==> src/rtl/dmem_pkg.sv <==
// rtl/dmem_pkg.sv - shared state codes, funct3 size codes and request checks for dmem_ctrl
package dmem_pkg;

   localparam int MEM_ADDR_BITS = 17;

   typedef logic [1:0] state_t;
   localparam state_t ST_IDLE  = 2'd0;
   localparam state_t ST_READ  = 2'd1;
   localparam state_t ST_WRITE = 2'd2;
   localparam state_t ST_RESP  = 2'd3;

   localparam logic [2:0] SZ_B  = 3'b000;
   localparam logic [2:0] SZ_H  = 3'b001;
   localparam logic [2:0] SZ_W  = 3'b010;
   localparam logic [2:0] SZ_BU = 3'b100;
   localparam logic [2:0] SZ_HU = 3'b101;

   function automatic logic size_legal(input logic we, input logic [2:0] size);
      if (we)
         return (size == SZ_B) || (size == SZ_H) || (size == SZ_W);
      return (size == SZ_B) || (size == SZ_H) || (size == SZ_W) ||
             (size == SZ_BU) || (size == SZ_HU);
   endfunction

   function automatic logic misaligned(input logic [2:0] size, input logic [1:0] lsb);
      case (size)
         SZ_H, SZ_HU: return lsb[0];
         SZ_W:        return lsb != 2'b00;
         default:     return 1'b0;
      endcase
   endfunction

endpackage

==> src/rtl/dmem_lsu_align.sv <==
// rtl/dmem_lsu_align.sv - load sign/zero extension and sub-word store merge
// rd is the word read at the request address, so the addressed byte is always rd[7:0].
module dmem_lsu_align #(
   parameter int DATA_WIDTH = 32
) (
   input  logic [2:0]            size,
   input  logic [DATA_WIDTH-1:0] rd,
   input  logic [DATA_WIDTH-1:0] wdata,
   output logic [DATA_WIDTH-1:0] load_data,
   output logic [DATA_WIDTH-1:0] store_data
);
   import dmem_pkg::*;

   always_comb begin
      load_data = rd;
      case (size)
         SZ_B:    load_data = {{(DATA_WIDTH-8){rd[7]}}, rd[7:0]};
         SZ_BU:   load_data = {{(DATA_WIDTH-8){1'b0}}, rd[7:0]};
         SZ_H:    load_data = {{(DATA_WIDTH-16){rd[15]}}, rd[15:0]};
         SZ_HU:   load_data = {{(DATA_WIDTH-16){1'b0}}, rd[15:0]};
         default: load_data = rd;
      endcase
   end

   always_comb begin
      store_data = wdata;
      case (size)
         SZ_B:    store_data = {rd[DATA_WIDTH-1:8], wdata[7:0]};
         SZ_H:    store_data = {rd[DATA_WIDTH-1:16], wdata[15:0]};
         default: store_data = wdata;
      endcase
   end

endmodule

==> src/rtl/dmem_ctrl.sv <==
// rtl/dmem_ctrl.sv - two-port round-robin data memory controller with sub-word read-modify-write
module dmem_ctrl #(
   parameter int DATA_WIDTH    = 32,
   parameter int ADDR_WIDTH    = 32,
   parameter int MEM_ADDR_BITS = dmem_pkg::MEM_ADDR_BITS
) (
   input  logic                  clk,
   input  logic                  rst,
   input  logic                  p0_req,
   input  logic                  p0_we,
   input  logic [ADDR_WIDTH-1:0] p0_addr,
   input  logic [DATA_WIDTH-1:0] p0_wdata,
   input  logic [2:0]            p0_size,
   output logic                  p0_gnt,
   output logic                  p0_rvalid,
   output logic [DATA_WIDTH-1:0] p0_rdata,
   output logic                  p0_err,
   input  logic                  p1_req,
   input  logic                  p1_we,
   input  logic [ADDR_WIDTH-1:0] p1_addr,
   input  logic [DATA_WIDTH-1:0] p1_wdata,
   input  logic [2:0]            p1_size,
   output logic                  p1_gnt,
   output logic                  p1_rvalid,
   output logic [DATA_WIDTH-1:0] p1_rdata,
   output logic                  p1_err,
   output logic [ADDR_WIDTH-1:0] mem_addr,
   output logic [DATA_WIDTH-1:0] mem_wdata,
   output logic                  mem_we,
   input  logic [DATA_WIDTH-1:0] mem_rdata
);
   import dmem_pkg::*;

   state_t                state_q;
   logic                  last_grant_q;
   logic                  port_q;
   logic                  we_q;
   logic                  err_q;
   logic [2:0]            size_q;
   logic [ADDR_WIDTH-1:0] addr_q;
   logic [DATA_WIDTH-1:0] wdata_q;
   logic [DATA_WIDTH-1:0] rd_q;

   logic                  sel_p1;
   logic                  any_req;
   logic                  in_idle;
   logic                  req_we;
   logic [ADDR_WIDTH-1:0] req_addr;
   logic [DATA_WIDTH-1:0] req_wdata;
   logic [2:0]            req_size;
   logic                  req_err;
   logic [DATA_WIDTH-1:0] load_data;
   logic [DATA_WIDTH-1:0] store_data;
   logic [DATA_WIDTH-1:0] resp_data;
   logic                  resp;

   // On a tie the port that was not granted last wins.
   assign sel_p1    = p1_req && (!p0_req || !last_grant_q);
   assign any_req   = p0_req || p1_req;
   assign in_idle   = (state_q == ST_IDLE) && !rst;
   assign p0_gnt    = in_idle && p0_req && !sel_p1;
   assign p1_gnt    = in_idle && sel_p1;

   assign req_we    = sel_p1 ? p1_we    : p0_we;
   assign req_addr  = sel_p1 ? p1_addr  : p0_addr;
   assign req_wdata = sel_p1 ? p1_wdata : p0_wdata;
   assign req_size  = sel_p1 ? p1_size  : p0_size;
   assign req_err   = (|(req_addr >> MEM_ADDR_BITS)) ||
                      !size_legal(req_we, req_size) ||
                      misaligned(req_size, req_addr[1:0]);

   dmem_lsu_align #(.DATA_WIDTH(DATA_WIDTH)) u_align (
      .size       (size_q),
      .rd         (rd_q),
      .wdata      (wdata_q),
      .load_data  (load_data),
      .store_data (store_data)
   );

   always_ff @(posedge clk or posedge rst) begin
      if (rst) begin
         state_q      <= ST_IDLE;
         last_grant_q <= 1'b1;
         port_q       <= 1'b0;
         we_q         <= 1'b0;
         err_q        <= 1'b0;
         size_q       <= '0;
         addr_q       <= '0;
         wdata_q      <= '0;
         rd_q         <= '0;
      end else begin
         case (state_q)
            ST_IDLE: begin
               if (any_req) begin
                  port_q       <= sel_p1;
                  last_grant_q <= sel_p1;
                  we_q         <= req_we;
                  err_q        <= req_err;
                  size_q       <= req_size;
                  addr_q       <= req_addr;
                  wdata_q      <= req_wdata;
                  if (req_err)
                     state_q <= ST_RESP;
                  else if (req_we && req_size == SZ_W)
                     state_q <= ST_WRITE;
                  else
                     state_q <= ST_READ;
               end
            end
            ST_READ: begin
               rd_q    <= mem_rdata;
               state_q <= we_q ? ST_WRITE : ST_RESP;
            end
            ST_WRITE: state_q <= ST_RESP;
            default:  state_q <= ST_IDLE;
         endcase
      end
   end

   assign resp      = (state_q == ST_RESP);
   assign resp_data = (err_q || we_q) ? '0 : load_data;

   always_comb begin
      mem_addr  = '0;
      mem_wdata = '0;
      mem_we    = 1'b0;
      if (state_q == ST_READ) begin
         mem_addr = addr_q;
      end else if (state_q == ST_WRITE) begin
         mem_addr  = addr_q;
         mem_wdata = store_data;
         mem_we    = 1'b1;
      end
   end

   always_comb begin
      p0_rvalid = resp && !port_q;
      p1_rvalid = resp && port_q;
      p0_err    = p0_rvalid && err_q;
      p1_err    = p1_rvalid && err_q;
      p0_rdata  = p0_rvalid ? resp_data : '0;
      p1_rdata  = p1_rvalid ? resp_data : '0;
   end

endmodule

==> config.mk <==
export PLATFORM = sky130hd
export DESIGN_NAME = dmem_ctrl
export DESIGN_NICKNAME = d
export VERILOG_FILES = /design/src/rtl/dmem_pkg.sv /design/src/rtl/dmem_lsu_align.sv /design/src/rtl/dmem_ctrl.sv
export SDC_FILE = /design/constraint.sdc
export NUM_CORES = 1
export LEC_CHECK = 0
export ABC_AREA = 1
export ABC_CLOCK_PERIOD_IN_PS = 3200
export BUFFER_PORTS_ARGS = -buffer_cell sky130_fd_sc_hd__buf_2
export CAP_MARGIN = 20
export CORE_MARGIN = 2
export CORE_UTILIZATION = 43
export DETAILED_ROUTE_END_ITERATION = 8
export HOLD_SLACK_MARGIN = 0.03
export MAX_ROUTING_LAYER = met4
export PLACE_DENSITY = 0.85
export SLEW_MARGIN = 20
export SYNTH_ARGS = -nofsm -noshare
export SYNTH_HDL_FRONTEND = slang
export SYNTH_HIERARCHICAL = 1
export SYNTH_SLANG_ARGS = --single-unit
export TNS_END_PERCENT = 5
==> constraint.sdc <==
create_clock -name clk -period 3.2 [get_ports clk]
set_input_delay 0.32 -clock clk [delete_from_list [all_inputs] [get_ports clk]]
set_output_delay 0.32 -clock clk [all_outputs]
set_load 0.05 [all_outputs]
After elaboration in Yosys (flattened, before gate mapping)
Index checks and enable logic that the tools add are counted.
Word-level totals
  logic and storage cells: 76
  register bits: 105
  output and inout bits: 135
  input port bits: 172
Operators by class
  reductions and logical operators: 32
  muxes and demuxes: 24
  eq/ne operators: 11
Operators with widths (number)
  32-bit two-way mux: 9
  32-bit one-hot mux with 4 select lines: 1
  32-bit one-hot mux with 2 select lines: 1
  15-bit OR reduction: 1
  3-bit == test (second input constant): 4
  1-bit logical AND: 10
  1-bit logical OR: 9
  1-bit two-way mux: 7
  3-bit by 1-bit == test with 1-bit output (second input constant): 2
  1-bit zero test: 6
  3-bit zero test: 2
  2-bit two-way mux: 3
  2-bit one-hot mux with 3 select lines: 1
  2-bit == test (second input constant): 2
  3-bit by 2-bit == test with 1-bit output (second input constant): 1
  3-bit two-way mux: 1
  2-bit by 1-bit == test with 1-bit output (second input constant): 1
  2-bit zero test: 1
  2-bit != test (second input constant): 1
  1-bit one-hot mux with 2 select lines: 1
  2-bit AND reduction: 1
  2-bit nonzero test: 1
  2-bit OR reduction: 1

Depth between registers and ports, before layout
Gate-level depths: netlist of the first run.
  depth in word-level cells: 16
  depth in mapped cells: 14
  depth with buffers taken out: 13

By module
Netlist of the first run, hierarchy kept.
Modules (own cells, without submodules)
  dmem_ctrl: seq. area each 2628.8 um^2, times used 1, cells an instance 861, area each 5959.5 um^2
  dmem_lsu_align: seq. area each 0.0 um^2, times used 1, cells an instance 146, area each 729.4 um^2

Worst setup path before layout of the first run
No wires, ideal clock.
  path kind: flip-flop to output port
  start: register last_grant_q
  end: output port p0_gnt
  cell stages (with the launch flop): 6
  buffers on the path: 1
  path slack: 0.466 ns
  data required time: 2.880 ns
  data arrival time: 2.414 ns
  cells stage by stage: dfstp_2 nand2_4 nand2_8 inv_2 clkbuf_1 nor4_1
Between the ends
  longest elaborated chain between the ends: 5
Ends and longest elaborated chain
  from (decl): RTL line dmem_ctrl.sv:35  | logic last_grant_q;
  from (signal assigned): RTL line dmem_ctrl.sv:96  | last_grant_q <= sel_p1;
  1-bit zero test: RTL line dmem_ctrl.sv:58  | assign sel_p1 = p1_req && (!p0_req || !last_grant_q);
  1-bit logical OR: RTL line dmem_ctrl.sv:58
  1-bit logical AND: RTL line dmem_ctrl.sv:58
  1-bit zero test: RTL line dmem_ctrl.sv:61  | assign p0_gnt = in_idle && p0_req && !sel_p1;
  1-bit logical AND: RTL line dmem_ctrl.sv:61
  to (decl): RTL line dmem_ctrl.sv:14  | output logic p0_gnt,
No other way between the ends.

Final worst setup path of the first run
  start: register size_q[1]
  end: output port p1_rdata[15]
Between the ends
  longest elaborated chain between the ends: 4
  elaborated cells between the ends (all ways): 7
  those cells by class: eq/ne (3); mux (3); reduce/logical (1)
Ends and longest elaborated chain
  from (decl): RTL line dmem_ctrl.sv:39  | logic [2:0] size_q;
  from (signal assigned): RTL line dmem_ctrl.sv:99  | size_q <= req_size;
  3-bit == test (tied with other cells): RTL line dmem_lsu_align.sv:16  | case (size)
  32-bit one-hot mux with 4 select lines (*): RTL line dmem_lsu_align.sv:16
  named net load_data[15]: RTL line dmem_ctrl.sv:52  | logic [DATA_WIDTH-1:0] load_data;
  32-bit two-way mux (*): RTL line dmem_ctrl.sv:121  | assign resp_data = (err_q || we_q) ? '0 : load_data;
  32-bit two-way mux (*): RTL line dmem_ctrl.sv:142  | p1_rdata = p1_rvalid ? resp_data : '0;
  to (decl): RTL line dmem_ctrl.sv:25  | output logic [DATA_WIDTH-1:0] p1_rdata,
The timed path passes the listed nets; every way through them passes the cells marked *.

==> results.txt, run 1 <==
----------------------------------------------------
[Die]
  Die X-Extent ... between 100 and 150 µm
  Number of standard-cell rows in the floorplan ... 45
  Core Region ... roughly 0.015 mm²
  Die Span Y ... 128.7 µm
  Initial standard-cell utilization of the core ... 0.4400
  Number of ports placed on the die boundary ... 307
  Total die area ... ~0.017 mm²

[Synthesis]
  Area of the mapped netlist ... between 0.006 and 0.007 mm²
  Net count after synthesis ... between 1k and 1.5k
  FF+latch count, synth ... 105
  EDFF count, synth ... 0
  Library cell with the highest instance count after synthesis ... sky130_fd_sc_hd__nand2_1
  Count of different cell masters after synthesis ... 30
  Main area contributors after synthesis ... sky130_fd_sc_hd__dfrtp_1, sky130_fd_sc_hd__nand2_1, sky130_fd_sc_hd__o21ai_0, sky130_fd_sc_hd__nor2_1, sky130_fd_sc_hd__inv_1
  Most frequent cells after synthesis ... sky130_fd_sc_hd__nand2_1, sky130_fd_sc_hd__nor2_1, sky130_fd_sc_hd__o21ai_0
  Ys async rst share ... 1.000
  Prevailing post-synth register cell ... sky130_fd_sc_hd__dfrtp_1
  Synth top area share ... 0.3891
  Part of the Yosys area used for sequential elements ... 0.3930
  Count of mapped cells out of synthesis ... slightly above 1k
  Mean post-synth cell area ... approximately 6.6 µm²
  Synth warnings ... 6
  Post-synthesis cell type with the largest combined area ... sky130_fd_sc_hd__dfrtp_1

[GRT]
  All-layer global routing usage ... 0.2528
  Initial antenna violation count ... 0
  Pin count of the biggest net entering global routing ... 76
  Total global routing overflow ... 0
  Global-route wire length before repair ... approximately 32000 µm
  Via count of the first global-routing pass ... ~6.6k

[Hold path]
  Class of the most critical hold timing path ... input pin to asynchronous set/reset pin

[CTS]
  Cts repair resizes ... 0
  Total setup buffers inserted after CTS ... 0
  Clock Sinks ... between 100 and 150
  Max Root-Sink Buffers ... 2
  Cts-stage hold buffer count ... 0
  H-tree level count ... 3
  Root Buffer Master ... sky130_fd_sc_hd__clkbuf_16
  Clock transition at the registers of the reported paths ... 0.07 ns
  TritonCTS buffer count ... 9
  CTS tree ... built
  Clk_lat worst skew ... 0.35 ns

[Timing]
  Slack of the critical path ... around 0.4 ns
  Final count of negative-setup-slack endpoints ... 0
  Final setup skew ... 0.006622 ns
  Total negative slack for setup checks ... 0 ns
  Fin. Hold Viols ... 0
  Shortest clock period the worst path allows after layout ... ~2.8 ns
  RSZ-0062 raised after global routing ... false
  Worst hold slack ... roughly 0.13 ns
  Highest Clock Rate ... between 0.3 and 0.4 GHz
  Number of max-slew violations in the final report ... 0
  Transition time at the pin with the least slew margin ... between 1 and 1.5 ns
  Final cycle utilization of the critical path ... 0.8753
  Normalized max-slew margin ... 0.3269

[Cells and area]
  Share of final-layout standard cells stronger than drive strength 1 ... 0.2872
  Growth of design area from synthesis to finish ... 26.06%
  Count of nets after finishing ... between 1k and 1.5k
  Diodes inserted ... 0
  Finished Cell Area ... around 0.0084 mm²

[Worst setup path]
  Worst EP required ... roughly 2.9 ns
  Startpoint of the worst-slack reg-to-reg timing path ... last_grant_q
  Crit path kind ... flip-flop to output port
  Largest fanout of any net on the critical path ... 24
  Endpoint kind of the worst setup timing path ... output port
  Arrival time at the worst endpoint ... 2.48 ns
  Setup crit start kind ... flip-flop
  Worst setup startpoint ... size_q[1]

[Power]
  Power Density ... 1034 mW/mm²
  Max rail drop VDD ... slightly above 700 µV
  Overall Power ... 8715 µW
  Leakage power total ... 0.004832 µW

[Outcome]
  Outcome ... complete, no violations

[Routing]
  Total number of vias ... 7365
  Average wire per cell in the routed design ... between 10 and 15 µm
  Number of DRC violations after detailed-routing iteration 0 ... ~460
  DRT antenna net count ... 0
  Number of detailed-route iterations in the first pass ... 6
  Post-detailed-routing wire length ... ~21000 µm
  Detailed-route DRC error count ... 0
  Vias/cell ... 5.097

[Place]
  Total half-perimeter wirelength after legalization and detailed placement ... ~16000 µm
  Number of input and output port buffers inserted ... ~300
  Area after detailed placement ... roughly 0.0081 mm²
  Dpl ws ... approximately 0.77 ns
  GP Congestion ... roughly 0.90

[Flow run]
  Max-Cap Viols ... 0

----------------------------------------------------
## power by group
part	total (µW)	leakage (µW)	internal [µW]	switching, µW
Clock	1140	0.000135	630	512
Sequential	2430	0.00128	2000	435
Combinational	5140	0.00342	1330	3810
Total	8720	0.00483	3960	4760
## layout by cell type (no fill, tap or decap), types with 2 or more instances in the layout
cell type,Yosys,routed
sky130_fd_sc_hd__buf_12,2,2
sky130_fd_sc_hd__buf_2,19,306
sky130_fd_sc_hd__buf_4,18,11
sky130_fd_sc_hd__clkbuf_1,42,2
sky130_fd_sc_hd__clkbuf_16,0,9
sky130_fd_sc_hd__clkinvlp_4,0,3
sky130_fd_sc_hd__dfrtp_1,104,104
sky130_fd_sc_hd__ha_1,6,5
sky130_fd_sc_hd__inv_1,104,102
sky130_fd_sc_hd__nand2_1,302,301
sky130_fd_sc_hd__nand2_2,11,12
sky130_fd_sc_hd__nand2_4,3,3
sky130_fd_sc_hd__nand3_1,46,46
sky130_fd_sc_hd__nand3b_1,8,8
sky130_fd_sc_hd__nand4_1,3,3
sky130_fd_sc_hd__nor2_1,125,124
sky130_fd_sc_hd__nor2_2,2,3
sky130_fd_sc_hd__nor3_1,65,65
sky130_fd_sc_hd__o21ai_0,113,113
sky130_fd_sc_hd__o21ai_1,4,4
sky130_fd_sc_hd__o21ai_2,2,2
sky130_fd_sc_hd__o22ai_1,15,15
## cell families after synthesis
kind of cell	share of synthesized area
AND/OR/NAND/NOR	0.3601
buffers and inverters	0.1287
AO/OA/AOI/OAI	0.1070
flip-flops	0.3930
adder cells (fa/ha/maj)	0.01122
## worst paths after layout
kind / cells past startpoint / endpoint / slack, ns
max in group asynchronous: 3 / rd_q[23] / 2.34
min: 2 / addr_q[20] / 0.13
max reg2reg: 14 / state_q[1] / 0.85
min reg2reg: 2 / rd_q[9] / 0.47
max: 7 / p1_rdata[15] / 0.40
min in group clk: 3 / rd_q[5] / 0.16
## state kept, by name, summed over array words and instances (netlist names)
signal,cells
size_q,3
err_q,1
wdata_q,32
rd_q,32
state_q,2
port_q,1
we_q,1
addr_q,32
last_grant_q,1
## worst max-delay path: stages, from the launching register on
cell                      delay, ns
sky130_fd_sc_hd__dfrtp_1       0.63
sky130_fd_sc_hd__nor2_8        0.29
sky130_fd_sc_hd__nand3_1       0.09
sky130_fd_sc_hd__buf_4         0.22
sky130_fd_sc_hd__o21ai_0       0.10
sky130_fd_sc_hd__inv_1         0.07
sky130_fd_sc_hd__nor3_1        0.38
sky130_fd_sc_hd__buf_2         0.35
## final cells by class
cell class,count,area (µm²)
flip-flops and latches,105,2629
clock inverters,4,52.55
inverters,105,396.6
multi-input cells,712,3218
repair buffers,319,1654
clock buffers,12,246.5
fillers,1485,6770
well taps,188,235.2
## metrics by stage
stage               utilization  cells
CTS                      0.5547   1445
finish                   0.5547   1445
global placement         0.5350   1429
global route             0.5547   1445
floorplan                     -   1007
detailed placement       0.5350   1429
## layer usage
layer,part of all wire,vias to the layer above,global-route usage
li1,-,3635,-
met1,0.42,3342,0.3063
met2,0.48,354,0.4245
met3,0.077,34,0.04075
met4,0.025,0,0.09655
met5,0,-,-
(Power assumes the default switching activity.)
==> inputs of run 2 (changes only) <==
CORE_UTILIZATION = 42   (was 43)
SYNTH_HIERARCHICAL = unset   (was 1)
==> run 2 against run 1 <==
  * Clock skew fell by 0.0013 ns
  * Synthesized cell count fell by 14%
  * Hold slack got worse by 0.026 ns
  * Worst setup slack got worse by 0.17 ns
  * Via count fell by 8.4%
==> results.txt, run 2 <==
----------------------------------------------------
[Outcome]
  Outcome ... complete, no violations

[Timing]
  Final count of negative-setup-slack endpoints ... 0 (unchanged)
  Final setup skew ... 0.005315 ns (-0.001307 ns)
  Highest Clock Rate ... 0.3364 GHz (-5.8%)
  Slack of the critical path ... 0.2275 ns (-0.1717 ns)
  Shortest clock period the worst path allows after layout ... 2.972 ns (+0.1717 ns)
  Fin. Hold Viols ... 0 (unchanged)
  Total negative slack for setup checks ... 0 ns (unchanged)
  Transition time at the pin with the least slew margin ... 1.038 ns (+0.03164 ns)
  RSZ-0062 raised after global routing ... false
  Final cycle utilization of the critical path ... 0.9289 (+0.05365)
  Normalized max-slew margin ... 0.3074 (-0.01948)
  Number of max-slew violations in the final report ... 0 (unchanged)

[Worst setup path]
  Worst EP required ... 2.88 ns (about the same)
  Endpoint kind of the worst setup timing path ... output port
  Arrival time at the worst endpoint ... 2.65 ns (+0.17 ns)
  Crit-path max cell delay ... 0.76 ns (+0.13 ns)
  Crit path kind ... flip-flop to output port
  Setup crit start kind ... flip-flop
  Sequence of cells on the critical path ... nor2_4, nand2_4, nand2_1, inv_1, nor2_1, a211oi_1, buf_2
  Largest fanout of any net on the critical path ... 30 (+25%)
  Slowest stage cell on the critical path ... sky130_fd_sc_hd__inv_1

[Synthesis]
  Net count after synthesis ... 1038 (-12%)
  Post-synthesis cell type with the largest combined area ... sky130_fd_sc_hd__dfrtp_1
  Count of mapped cells out of synthesis ... 861 (-14%)
  Library cell with the highest instance count after synthesis ... sky130_fd_sc_hd__nor2_1
  Ys async rst share ... 1.000 (unchanged)
  Synth top area share ... 0.4268 (+0.03768)
  EDFF count, synth ... 0 (unchanged)
  Mean post-synth cell area ... 7.083 µm² (+6.6%)
  Most frequent cells after synthesis ... sky130_fd_sc_hd__nor2_1, sky130_fd_sc_hd__nand2_1, sky130_fd_sc_hd__inv_1
  Synth warnings ... 0 (-6)
  Part of the Yosys area used for sequential elements ... 0.4311 (+0.03806)
  FF+latch count, synth ... 105 (unchanged)
  Area of the mapped netlist ... 0.006098 mm² (-8.8%)
  Prevailing post-synth register cell ... sky130_fd_sc_hd__dfrtp_1
  Count of different cell masters after synthesis ... 31 (+3.3%)
  Main area contributors after synthesis ... sky130_fd_sc_hd__dfrtp_1, sky130_fd_sc_hd__nor2_1, sky130_fd_sc_hd__nand2_1, sky130_fd_sc_hd__o21ai_0, sky130_fd_sc_hd__inv_1

[CTS]
  CTS tree ... built
  H-tree level count ... 3 (unchanged)
  Max Root-Sink Buffers ... 2 (unchanged)
  Clock transition at the registers of the reported paths ... 0.07 ns (about the same)
  Clock Sinks ... 105 (unchanged)
  Cts repair resizes ... 0 (unchanged)
  Clk_lat worst skew ... 0.35 ns (about the same)
  Root Buffer Master ... sky130_fd_sc_hd__clkbuf_16
  TritonCTS buffer count ... 9 (unchanged)

[Place]
  Total half-perimeter wirelength after legalization and detailed placement ... 14740 µm (-5.6%)
  Number of input and output port buffers inserted ... 306 (unchanged)
  Dpl ws ... 0.5989 ns (-0.1749 ns)
  GP Congestion ... 0.8763 (-2.1%)

[Die]
  Initial standard-cell utilization of the core ... 0.4244 (-0.01558)
  Number of standard-cell rows in the floorplan ... 44 (-2.2%)
  Total die area ... 0.01550 mm² (-6.4%)
  Core Region ... 0.01437 mm² (-5.5%)
  Die Span Y ... 124.5 µm (-3.3%)
  Number of ports placed on the die boundary ... 307 (unchanged)
  Die X-Extent ... 124.5 µm (-3.3%)

[Cells and area]
  Most frequent standard cell in the layout excluding fill and tap cells ... sky130_fd_sc_hd__buf_2
  Area of the multi-input gates ... 0.002801 mm² (-13%)
  Most frequent cells in the layout ... sky130_fd_sc_hd__buf_2, sky130_fd_sc_hd__nor2_1, sky130_fd_sc_hd__nand2_1, sky130_fd_sc_hd__inv_1, sky130_fd_sc_hd__dfrtp_1
  Largest registers ... addr_q (32), rd_q (32), wdata_q (32)
  Area used by sequential logic in the layout ... 0.002629 mm² (unchanged)
  Total of fill cells in the finished design ... 1353 (-8.9%)
  Share of final-layout standard cells stronger than drive strength 1 ... 0.3188 (+0.03162)
  Count of nets after finishing ... 1320 (-7.7%)
  Growth of design area from synthesis to finish ... 32.89%

[Routing]
  Number of DRC violations after detailed-routing iteration 0 ... 395 (-13%)
  Average wire per cell in the routed design ... 14.90 µm (+2.5%)
  DRT antenna net count ... 0 (unchanged)
  Number of detailed-route iterations in the first pass ... 5 (-1)
  Routed wire length on met3 ... 1547 µm (-4.5%)
  Total number of vias ... 6747 (-8.4%)
  Routed length on met2 ... 9743 µm (-2.6%)
  Post-detailed-routing wire length ... 19870 µm (-5.4%)
  Detailed-route DRC error count ... 0 (unchanged)
  Vias/cell ... 5.058 (-0.77%)
  WL met1 ... 8183 µm (-7.7%)
  Topmost layer with routed signal wires ... met4

[Power]
  Leakage power total ... 0.004485 µW (-7.2%)
  Max rail drop VDD ... 767.8 µV (+8.9%)
  Overall Power ... 8284 µW (-5.0%)
  Power Density ... 1022 mW/mm² (-1.1%)

[Hold path]
  Class of the most critical hold timing path ... input pin to asynchronous set/reset pin

[GRT]
  Via count of the first global-routing pass ... 6238 (-5.3%)
  Total global routing overflow ... 0 (unchanged)
  Initial antenna violation count ... 2 (+2)
  All-layer global routing usage ... 0.2611 (+0.008364)
  Pin count of the biggest net entering global routing ... 82 (+7.9%)
  Global-route wire length before repair ... 31650 µm (-1.6%)

[Flow run]
  Max-Cap Viols ... 0 (unchanged)

----------------------------------------------------
==> run 2: layout make-up <==
| cell class | instances | share of cell area |
|---|---|---|
| multi-input combinational | 586 | 0.3457 |
| sequential | 105 | 0.3244 |
| timing repair buffer | 326 | 0.2106 |
| inverter | 115 | 0.05357 |
| clock buffer | 12 | 0.03042 |
| tap | 184 | 0.02841 |
| clock inverter | 4 | 0.006330 |
| antenna | 2 | 0.0006176 |
==> run 2: final timing paths <==
check / from / endpoint / slack [ns] / cells past startpoint
max in group asynchronous: rst / wdata_q[5] / 2.38 / 3
min reg2reg: addr_q[29] / addr_q[29] / 0.49 / 2
max: size_q[0] / mem_wdata[27] / 0.23 / 7
min: rst / addr_q[29] / 0.10 / 2
max reg2reg: last_grant_q / state_q[1] / 0.74 / 14
min in group clk: mem_rdata[19] / rd_q[19] / 0.16 / 3
==> run 2: critical path: cells and delay by family, from the launching register on <==
family,cells,cell delay [ns]
AO/OA/AOI/OAI,1,0.22
buffers and inverters,2,1.07
flip-flops,1,0.43
AND/OR/NAND/NOR,4,0.58
==> run 2: power by group <==
group / switching [µW] / internal (µW) / total (µW) / leakage, µW
sequential: 374 / 1990 / 2370 / 0.00128
clock: 503 / 631 / 1130 / 0.000143
combinational: 3610 / 1170 / 4780 / 0.00306
==> run 2: repair_timing <==
item,in CTS,in global routing
setup endpoints to repair,0,3
buffers inserted,0,6
hold buffers,0,0
==> run 2: cell families (layout without fill, tap and decap cells) <==
family	after synthesis	after routing	share of synthesized area
AOI/OAI and AO/OA	186	186	0.1832
adders and majority gates	5	5	0.01026
buffers and inverters	170	457	0.1116
and+or+nand+nor	395	395	0.2639
DFF	105	105	0.4311
other	0	2	0
==> run 2: metrics by stage <==
stage	util	hold slack [ns]	area, µm²	cells
after floorplan	-	0.4366	6098	861
after global placement	0.5389	0.4668	7744	1310
after detailed placement	0.5389	0.4730	7744	1310
after CTS	0.5596	0.1256	8041	1326
after global routing	0.5640	0.1548	8104	1334
final	0.5640	0.1010	8104	1334
==> run 2: per-layer routing <==
layer  GRT usage  vias up
met1      0.3260     3066
li1            -     3316
met3     0.04553       32
met4     0.09451        0
met2      0.4282      333
met5           -        -
==> inputs of run 3 (changes only) <==
--- a/config.mk
+++ b/config.mk
@@ -7,3 +7,2 @@
 export LEC_CHECK = 0
-export ABC_AREA = 1
 export ABC_CLOCK_PERIOD_IN_PS = 3200
@@ -17,2 +16,3 @@
 export PLACE_DENSITY = 0.85
+export REMOVE_ABC_BUFFERS = 1
 export SLEW_MARGIN = 20
--- a/constraint.sdc
+++ b/constraint.sdc
@@ -3,2 +3,2 @@
 set_output_delay 0.32 -clock clk [all_outputs]
-set_load 0.05 [all_outputs]
+set_load 0.02 [all_outputs]
==> run 3 against run 2 <==
  * Worst setup slack better by 0.24 ns
  * Clock-buffer cell count down 3
  * Largest cell class unchanged
  * Clock power about the same
  * Routed wire length down 12%
  * Highest routed layer unchanged
  * Via count down 13%
  * Utilization down 0.65 points
  * Synthesized cell count down 21%
  * Critical path type unchanged
  * Largest power group unchanged
==> results.txt, run 3 <==
----------------------------------------------------
[Outcome]
  Outcome ... complete, no violations

[Synthesis]
  Mux cell area share after synthesis ... 0.1715 (+0.1715)
  Count of different cell masters after synthesis ... 44 (+42%)
  EDFF count, synth ... 0 (unchanged)
  Count of mapped cells out of synthesis ... 676 (-21%)
  Synth Area in XOR/XNOR ... 0 (unchanged)
  Library cell with the highest instance count after synthesis ... sky130_fd_sc_hd__nand2_1
  Ys async rst share ... 1.000 (unchanged)
  Main area contributors after synthesis ... sky130_fd_sc_hd__dfrtp_1, sky130_fd_sc_hd__mux2i_1, sky130_fd_sc_hd__nand2_1, sky130_fd_sc_hd__mux2_2, sky130_fd_sc_hd__o21ai_1
  Mean post-synth cell area ... 9.064 µm² (+28%)
  Dominant combinational cell family by area after synthesis ... simple AND/OR/NAND/NOR gates
  Area share of and/or/nand/nor cells after synthesis ... 0.2226 (-0.04126)
  FF+latch count, synth ... 105 (unchanged)
  Post-synthesis cell type with the largest combined area ... sky130_fd_sc_hd__dfrtp_1
  Area of the mapped netlist ... 0.006127 mm² (+0.47%)
  Part of the Yosys area used for sequential elements ... 0.4290 (-0.002025)
  Fraction of the mapped netlist area in adder cells ... 0.01021 (-0.00004818)
  Most frequent cells after synthesis ... sky130_fd_sc_hd__nand2_1, sky130_fd_sc_hd__dfrtp_1, sky130_fd_sc_hd__mux2i_1
  Synth top area share ... 0.4247 (-0.002004)
  Post-synthesis compound-gate area fraction ... 0.1097 (-0.07356)
  Synth warnings ... 0 (unchanged)
  Prevailing post-synth register cell ... sky130_fd_sc_hd__dfrtp_1

[Worst setup path]
  Crit path kind ... flip-flop to output port
  Arrival time at the worst endpoint ... 2.41 ns (-0.24 ns)
  Worst EP required ... 2.88 ns (about the same)
  Setup crit start kind ... flip-flop
  Largest fanout of any net on the critical path ... 23 (-23%)
  Endpoint kind of the worst setup timing path ... output port

[Place]
  Number of input and output port buffers inserted ... 306 (unchanged)
  GP Congestion ... 0.8453 (-3.5%)
  Total half-perimeter wirelength after legalization and detailed placement ... 13410 µm (-9.0%)

[Power]
  Leakage power total ... 0.004261 µW (-5.0%)
  Power Density ... 882.8 mW/mm² (-14%)
  Max rail drop VDD ... 429.4 µV (-44%)

[Cells and area]
  Count of nets after finishing ... 1133 (-14%)
  Growth of design area from synthesis to finish ... 30.73%
  Area used by sequential logic in the layout ... 0.002629 mm² (unchanged)
  Largest registers ... addr_q (32), rd_q (32), wdata_q (32)
  Most frequent cells in the layout ... sky130_fd_sc_hd__buf_2, sky130_fd_sc_hd__nand2_1, sky130_fd_sc_hd__dfrtp_1, sky130_fd_sc_hd__mux2i_1, sky130_fd_sc_hd__o21ai_1
  Total of fill cells in the finished design ... 1302 (-3.8%)
  Share of final-layout standard cells stronger than drive strength 1 ... 0.3913 (+0.07244)
  Most frequent standard cell in the layout excluding fill and tap cells ... sky130_fd_sc_hd__buf_2
  Post-Route Utilization ... 0.5575 (-0.006531)
  Area of the multi-input gates ... 0.003166 mm² (+13%)

[Timing]
  RSZ-0062 raised after global routing ... false
  Fin. Hold Viols ... 0 (unchanged)
  Highest Clock Rate ... 0.3658 GHz (+8.7%)
  Number of max-slew violations in the final report ... 0 (unchanged)
  Final cycle utilization of the critical path ... 0.8543 (-0.07458)
  Final setup skew ... 0.007121 ns (+0.001806 ns)
  Final count of negative-setup-slack endpoints ... 0 (unchanged)
  Transition time at the pin with the least slew margin ... 1.024 ns (-0.01351 ns)
  Normalized max-slew margin ... 0.3172 (+0.009770)
  Worst hold slack ... 0.2031 ns (+0.1021 ns)
  Shortest clock period the worst path allows after layout ... 2.734 ns (-0.2387 ns)

[Die]
  Number of ports placed on the die boundary ... 307 (unchanged)
  Number of standard-cell rows in the floorplan ... 44 (unchanged)
  Core Region ... 0.01437 mm² (unchanged)
  Die Span Y ... 124.8 µm (+0.22%)
  Initial standard-cell utilization of the core ... 0.4264 (+0.002003)
  Total die area ... 0.01557 mm² (+0.45%)
  Die X-Extent ... 124.8 µm (+0.22%)

[Routing]
  Total number of vias ... 5845 (-13%)
  Detailed-route DRC error count ... 0 (unchanged)
  Vias/cell ... 5.100 (+0.84%)
  DRT antenna net count ... 0 (unchanged)
  Post-detailed-routing wire length ... 17570 µm (-12%)
  Number of DRC violations after detailed-routing iteration 0 ... 266 (-33%)
  Average wire per cell in the routed design ... 15.33 µm (+2.9%)
  Number of detailed-route iterations in the first pass ... 4 (-1)

[GRT]
  Global-route wire length before repair ... 28190 µm (-11%)
  Pin count of the biggest net entering global routing ... 97 (+18%)
  Initial antenna violation count ... 1 (-1)
  Total global routing overflow ... 0 (unchanged)
  All-layer global routing usage ... 0.2313 (-0.02983)
  Via count of the first global-routing pass ... 5722 (-8.3%)

[Hold path]
  Class of the most critical hold timing path ... input pin to flip-flop

[CTS]
  TritonCTS buffer count ... 9 (unchanged)
  Clock transition at the registers of the reported paths ... 0.07 ns (about the same)
  CTS tree ... built
  H-tree level count ... 3 (unchanged)
  Root Buffer Master ... sky130_fd_sc_hd__clkbuf_16
  Max Root-Sink Buffers ... 2 (unchanged)
  Clk_lat worst skew ... 0.34 ns (about the same)
  Clock Sinks ... 105 (unchanged)

[Flow run]
  Max-Cap Viols ... 0 (unchanged)

----------------------------------------------------
## run 3: logic make-up after synthesis
family | after synthesis
buffers and inverters | 55
adder cells (fa/ha/maj) | 5
flip-flops | 105
multiplexers | 101
AND/OR/NAND/NOR | 287
AO/OA/AOI/OAI | 123
## run 3: path summary, 6_finish.rpt
| check | from | end | slack [ns] | cells past startpoint |
|---|---|---|---|---|
| setup / recovery | size_q[1] | p1_rdata[21] | 0.47 | 4 |
| hold / removal | mem_rdata[23] | rd_q[23] | 0.20 | 2 |
| setup reg to reg | state_q[0] | addr_q[30] | 1.14 | 6 |
| hold reg to reg | addr_q[26] | addr_q[26] | 0.48 | 2 |
| max in group asynchronous | rst | wdata_q[19] | 1.72 | 4 |
| min in group asynchronous | rst | wdata_q[5] | 0.58 | 3 |
## run 3: power by group
group          switching [µW]  total, µW  leakage [µW]  internal [µW]
Combinational            2130       3520       0.00286           1390
Clock                     501       1110      0.000137            605
Sequential                451       2450       0.00127           2000
## run 3: per-layer routing
layer  part of all wire  wire, µm  vias to the layer above  GRT usage
met4              0.014       243                        0    0.06609
li1                   -         -                     2848          -
met3              0.063      1113                       19    0.03866
met2               0.50      8763                      242     0.3983
met1               0.42      7444                     2736     0.2806
met5                  0         0                        -          -
## run 3: repair_timing
action | 4_1_cts | 5_1_grt
gates resized for setup | 0 | 0
hold buffers | 1 | 0
setup buffers | 0 | 0
endpoints found under the hold margin | 15 | 0
## run 3: through the flow
| step | std cells | TNS, ns | cell area, µm² | power, µW | setup WS, ns |
|---|---|---|---|---|---|
| 2_1_floorplan | 627 | -137.98 | 5801 | 4881 | -2.203 |
| 3_5_place_dp | 1128 | 0 | 7701 | 6005 | 0.8102 |
| 6_report | 1146 | 0 | 8010 | 7071 | 0.4662 |
| 3_3_place_gp | 1128 | 0 | 7701 | 5899 | 0.8512 |
| 5_1_grt | 1146 | 0 | 8010 | 7622 | 0.2666 |
| 4_1_cts | 1145 | 0 | 8008 | 7135 | 0.4203 |
## run 3: area by class of cell
| cell class | instances | area share |
|---|---|---|
| Clock inverter | 7 | 0.008903 |
| Tap cell | 184 | 0.02874 |
| Clock buffer | 9 | 0.02812 |
| Multi-Input combinational cell | 516 | 0.3952 |
| Timing Repair Buffer | 318 | 0.2074 |
| Inverter | 6 | 0.003124 |
| Sequential cell | 105 | 0.3282 |
| Antenna cell | 1 | 0.0003124 |
## run 3: critical path, cell delays in order (launching register included)
cell,delay [ns]
sky130_fd_sc_hd__dfrtp_1,0.76
sky130_fd_sc_hd__o21bai_1,0.23
sky130_fd_sc_hd__nand3_1,0.54
sky130_fd_sc_hd__nor2_1,0.34
sky130_fd_sc_hd__buf_2,0.20
